## src/rtl/ram_pkg.sv

```systemverilog
// Shared types and default sizes for the dual-port clearable RAM.
package ram_pkg;

    localparam int RAM_ADDR_W = 5;
    localparam int RAM_DATA_W = 3;

    typedef enum logic {
        S_CLEAR,
        S_READY
    } ram_state_t;

endpackage

```

## src/rtl/ram_dp_core.sv

```systemverilog
// Bare storage array: one write port, one registered read port, no reset.
module ram_dp_core
    import ram_pkg::*;
#(
    parameter int ADDR_W = RAM_ADDR_W,
    parameter int DATA_W = RAM_DATA_W,
    parameter int DEPTH  = 2**ADDR_W
) (
    input  logic              clk,
    input  logic              we,
    input  logic [ADDR_W-1:0] waddr,
    input  logic [DATA_W-1:0] wdata,
    input  logic              re,
    input  logic [ADDR_W-1:0] raddr,
    output logic [DATA_W-1:0] rdata_p1
);

    logic [DATA_W-1:0] mem [DEPTH];

    // p0 -> p1: array write and registered read
    always_ff @(posedge clk) begin
        if (we)
            mem[waddr] <= wdata;
        if (re)
            rdata_p1 <= mem[raddr];
    end

endmodule

```

## src/rtl/ram_dp_clr.sv

```systemverilog
// Dual-port RAM with zero-fill sweep after reset or on Clear.
// Optional write-first forwarding: define RAM_DP_CLR_BYPASS_EN.
module ram_dp_clr
    import ram_pkg::*;
#(
    parameter int ADDR_W = RAM_ADDR_W,
    parameter int DATA_W = RAM_DATA_W,
    parameter int DEPTH  = 2**ADDR_W
) (
    input  logic              clk,
    input  logic              rst_n,
    input  logic              Write,
    input  logic [ADDR_W-1:0] WrAddr,
    input  logic [DATA_W-1:0] DataIn,
    input  logic              Read,
    input  logic [ADDR_W-1:0] RdAddr,
    output logic [DATA_W-1:0] DataOut,
    output logic              RdValid,
    input  logic              Clear,
    output logic              Ready
);

    localparam logic [ADDR_W-1:0] LAST_ADDR = ADDR_W'(DEPTH - 1);

    function automatic logic in_range(input logic [ADDR_W-1:0] a);
        return 32'(a) < 32'(DEPTH);
    endfunction

    ram_state_t        state;
    logic [ADDR_W-1:0] clr_addr;
    logic              ready_q;
    logic              rd_vld_p1;
    logic              zero_p1;
    logic              wr_ok;
    logic              rd_acc;
    logic              core_we;
    logic [ADDR_W-1:0] core_waddr;
    logic [DATA_W-1:0] core_wdata;
    logic [DATA_W-1:0] core_rdata_p1;

    // Clear takes priority over a same-cycle access; the access is dropped.
    assign wr_ok  = (state == S_READY) && Write && !Clear && in_range(WrAddr);
    assign rd_acc = (state == S_READY) && Read && !Clear;

    assign core_we    = (state == S_CLEAR) || wr_ok;
    assign core_waddr = (state == S_CLEAR) ? clr_addr : WrAddr;
    assign core_wdata = (state == S_CLEAR) ? '0 : DataIn;

    ram_dp_core #(
        .ADDR_W (ADDR_W),
        .DATA_W (DATA_W),
        .DEPTH  (DEPTH)
    ) u_core (
        .clk      (clk),
        .we       (core_we),
        .waddr    (core_waddr),
        .wdata    (core_wdata),
        .re       (rd_acc && in_range(RdAddr)),
        .raddr    (RdAddr),
        .rdata_p1 (core_rdata_p1)
    );

    always_ff @(posedge clk or negedge rst_n) begin
        if (!rst_n) begin
            state    <= S_CLEAR;
            clr_addr <= '0;
            ready_q  <= 1'b0;
        end else begin
            case (state)
                S_CLEAR: begin
                    clr_addr <= clr_addr + 1'b1;
                    if (clr_addr == LAST_ADDR) begin
                        state   <= S_READY;
                        ready_q <= 1'b1;
                    end
                end
                default: begin
                    if (Clear) begin
                        state    <= S_CLEAR;
                        clr_addr <= '0;
                        ready_q  <= 1'b0;
                    end
                end
            endcase
        end
    end

    // p0 -> p1: read strobe and output select; zero_p1 also masks the
    // uninitialised core register until the first in-range read
    always_ff @(posedge clk or negedge rst_n) begin
        if (!rst_n) begin
            rd_vld_p1 <= 1'b0;
            zero_p1   <= 1'b1;
        end else begin
            rd_vld_p1 <= rd_acc;
            if (rd_acc)
                zero_p1 <= !in_range(RdAddr);
        end
    end

`ifdef RAM_DP_CLR_BYPASS_EN
    logic              byp_p1;
    logic [DATA_W-1:0] byp_data_p1;

    always_ff @(posedge clk or negedge rst_n) begin
        if (!rst_n)
            byp_p1 <= 1'b0;
        else if (rd_acc)
            byp_p1 <= wr_ok && (WrAddr == RdAddr);
    end

    always_ff @(posedge clk) begin
        if (rd_acc)
            byp_data_p1 <= DataIn;
    end

    assign DataOut = zero_p1 ? '0 : (byp_p1 ? byp_data_p1 : core_rdata_p1);
`else
    assign DataOut = zero_p1 ? '0 : core_rdata_p1;
`endif

    assign RdValid = rd_vld_p1;
    assign Ready   = ready_q;

endmodule

```

## config.mk

```make
export PLATFORM = sky130hd
export DESIGN_NAME = ram_dp_clr
export DESIGN_NICKNAME = d
export VERILOG_FILES = /design/src/rtl/ram_pkg.sv /design/src/rtl/ram_dp_core.sv /design/src/rtl/ram_dp_clr.sv
export SDC_FILE = /design/constraint.sdc
export NUM_CORES = 1
export LEC_CHECK = 0
export ABC_AREA = 1
export CORE_ASPECT_RATIO = 1.5
export CORE_MARGIN = 3
export CORE_UTILIZATION = 46
export DETAILED_ROUTE_END_ITERATION = 8
export PLACE_DENSITY = 0.74
export SETUP_SLACK_MARGIN = 0.05
export SLEW_MARGIN = 20
export SYNTH_ARGS = -nofsm -noshare
export SYNTH_HDL_FRONTEND = slang
export SYNTH_HIERARCHICAL = 1
export SYNTH_SLANG_ARGS = --single-unit
```

## constraint.sdc

```tcl
create_clock -name clk -period 2.5 [get_ports clk]
set_input_delay 0.5 -clock clk [delete_from_list [all_inputs] [get_ports clk]]
set_output_delay 0.5 -clock clk [all_outputs]
set_load 0.005 [all_outputs]
```

==> impl_summary.md <==
Status
The run finished with clean final reports.

Layout
The net count reported at finish is 495. 0 antenna diodes ended up in the layout. For this run, the share of the core covered by cells in the final layout is 53.79%.

The layout has 848 filler cells. The proportion of layout cells with a drive suffix above 1 is 6.667%. The area overhead of the layout relative to synthesis is 12.41%.

GRT
The number of antenna violations at the first check in global routing is 0. The via count of the first global-routing pass is 3189. Entering global routing, the biggest net connects 49 pins.

The global-route wire length before repair is 15.91 mm. The overflow left after global routing is 0. For this run, the total global-route usage over all layers was measured as 19.04%.

Route
The final route contains 3170 vias. In this run the remaining antenna-violating nets after routing total 0. The pre-antenna-repair detailed-routing pass consisted of 7 iterations. In the final routed layout, each cell accounts on average for 16.79 µm. The number of remaining DRC errors is 0.

The via-per-instance ratio is 5.328. The wire length reported by the detailed router is 9.991 mm. The initial detailed-routing violation count is 209.

Synth
The synthesized net count is 470. In the post-synthesis netlist, the biggest area contributors are sky130_fd_sc_hd__edfxtp_1, sky130_fd_sc_hd__nand2_1, sky130_fd_sc_hd__nand3_1, sky130_fd_sc_hd__dfrtp_1, sky130_fd_sc_hd__nor2_1. The top cell type by total area after synthesis is sky130_fd_sc_hd__edfxtp_1. Summing every instance area after synthesis gives 0.004689 mm². The number of synthesized register bits is 108. Synthesis produced a netlist whose cell count is 450. The number of different library cells used by synthesis comes to 20.

The average instance area after synthesis is 10.42 µm². After synthesis, the largest area contributor takes up 63.39% of total cell area. For this run, the number of Yosys warnings is 6.

The fraction of the yosys area taken by sequential cells is 68.22%.

Timing
The clock arrives with 0.006156 ns of skew. Summed over all failing endpoints, the final setup total negative slack is 0 ns. The number of slew-limit violations in the final report was 0. The maximum clock rate is 474.6 MHz. Setup repair after global routing left no endpoint under its margin. The count of endpoints failing hold in the final timing report is 0. The setup slack of the critical path after layout is 0.3931 ns. The count of final setup violators is 0.

In this run the tightest slew margin relative to its limit is 50.13%. For the pin with the worst max-slew slack, the measured transition is 0.7469 ns. The final critical path time including I/O delays and setup is 2.107 ns.

The final critical-path share of the clock period is 84.28%.

Critical path
The signal on the critical path passes through buf_4, inv_2, nand2_1, o21a_1, nand3_1, nor2_1. The required time at the worst-slack endpoint is 2.52 ns. In this design, the largest share of critical-path delay is due to simple AND/OR/NAND/NOR gates. The worst setup path is of the reg2reg kind.

The worst path arrival time is 2.13 ns. The endpoint class of the critical path is a flop. The startpoint identified for the worst register-to-register timing path is state. Counting cells, the worst reg-to-reg path comes to 6. The critical path contains buffers and inverters numbering 2 combined. The setup slack of the most critical reg-to-reg path is 0.39 ns.

The terminus of the critical flop-to-flop path is u_core/mem[7][1]. The delay of the slowest cell on the worst path is 0.49 ns. The critical-path cell with the highest stage delay is sky130_fd_sc_hd__dfrtp_1. Along the worst path, the maximum fanout reaches 11. STA classifies the critical path startpoint as a flop.

Place
The count of port buffers added during placement is 22. The final weighted congestion of routability-driven global placement is 0.8089. At the placement stage, the worst setup path has a slack of 0.1192 ns. The wire-length estimate of the detail-placed layout is 6.721 mm.

Die
In this run the core area contains 44 standard-cell rows. The core region is 0.009799 mm². The count of pins on the block boundary is 23. The die area is 0.01147 mm². The starting density of the core is 47.85%.

Measured along the y axis, the die boundary spans 129.7 µm. From left edge to right edge, the die measures 88.44 µm.

Clocking
Post-CTS timing repair inserted 0 buffers for setup. The count of cells resized by post-cts repair is 0. The cell chosen for the clock root is sky130_fd_sc_hd__clkbuf_16. CTS built an H-tree with a depth of 3. Clock-pin slew was measured on the worst setup and hold paths at 0.07 ns. Clock latency on the worst-skew pair, taken at its later pin, is 0.34 ns. The number of buffers on the longest clock path is 2.

Counting every sink on the clock net gives 108. The number of buffers inserted during clock tree synthesis is 9. The number of hold buffers added after cts is 0. TritonCTS built the clock tree.

Min path
The kind of path behind the tightest hold check is in2async.

Pwr
For this design the ratio of total power to cell area is 911.1 mW/mm². The maximum resistive drop on vdd is 620.0 µV. The reported leakage power is 0.002079 µW.

Flow run
Across the run, the number of max-cap violations was 0.
logic make-up (layout without fill, tap and decap cells):
kind of cell    count (synthesis)  count (layout)  synth area share (%)
simple gates                  284             284                 25.11
flops                         108             108                 68.22
buf+inv                        46              76                 4.856
compound gates                 10              10                 1.281
fa+ha+maj                       2               2                0.5335
cell usage after synthesis, drive strengths merged:
library cell	number
dfstp	1
ha	2
a21oi	1
nor2	39
o21ai	7
edfxtp	99
nand2	158
o21a	1
clkbuf	2
nand3	87
buf	17
a22oi	1
inv	27
dfrtp	8
sequential cells by signal (all words and copies together) (netlist names):
name,flops
u_core/mem,96
clr_addr,5
u_core/rdata_p1,3
RdValid,1
Ready,1
state,1
zero_p1,1
layer usage:
metal  share of wire [%]  GRT usage (%)  vias to the layer above
met5                   0              0                        -
met4                 2.5          8.363                        0
met3                 4.3          2.799                       15
met2                  57          34.86                       78
met1                  37          21.53                     1508
li1                    -              -                     1569
through the flow:
step | hold slack (ns) | total power, µW | std cells | cell area [µm²]
2_1_floorplan | 0.2044 | 3130 | 450 | 4690
3_3_place_gp | 0.4466 | 3539 | 579 | 5010
3_5_place_dp | 0.4589 | 3591 | 579 | 5010
4_1_cts | 0.4508 | 4841 | 595 | 5271
5_1_grt | 0.4675 | 5067 | 595 | 5271
6_report | 0.4516 | 4803 | 595 | 5271
cells in the final DEF, fill, tap and decap left out, types with 2 or more instances in the layout:
master                            netlist  routed
sky130_fd_sc_hd__buf_4                  5      11
sky130_fd_sc_hd__clkbuf_1               2       2
sky130_fd_sc_hd__clkbuf_16              0       9
sky130_fd_sc_hd__clkdlybuf4s50_1        0      22
sky130_fd_sc_hd__clkinv_1               0       2
sky130_fd_sc_hd__dfrtp_1                8       8
sky130_fd_sc_hd__edfxtp_1              99      99
sky130_fd_sc_hd__ha_1                   2       2
sky130_fd_sc_hd__inv_1                 21      21
sky130_fd_sc_hd__inv_2                  6       6
sky130_fd_sc_hd__nand2_1              157     157
sky130_fd_sc_hd__nand3_1               87      87
sky130_fd_sc_hd__nor2_1                39      39
sky130_fd_sc_hd__o21ai_0                7       7
layout make-up:
type	instances	area (µm²)	share of cell area, %
clock buffers	11	232.7	4.415
clock inverters	5	28.78	0.5459
inverters	27	101.3	1.923
multi-input cells	296	1262	23.95
flip-flops and latches	108	3199	60.69
well taps	115	143.9	2.730
repair buffers	33	302.8	5.744
where the power goes:
group	internal, µW	switching, µW
combinational	349	805
sequential	2310	90.3
clock	669	582
total	3320	1480
worst max-delay path by stage:
stage,from,end,slack [ns],cells after the start
6_report,state,u_core/mem[7][1],0.39,6
5_1_grt,state,u_core/mem[7][0],0.15,4
4_1_cts,state,u_core/mem[7][1],0.35,6
3_5_place_dp,Clear,u_core/mem[7][0],0.12,6
3_3_place_gp,Clear,u_core/mem[7][1],0.15,6
2_1_floorplan,state,u_core/mem[30][0],0.87,4
Power figures use the tool's default switching activity.
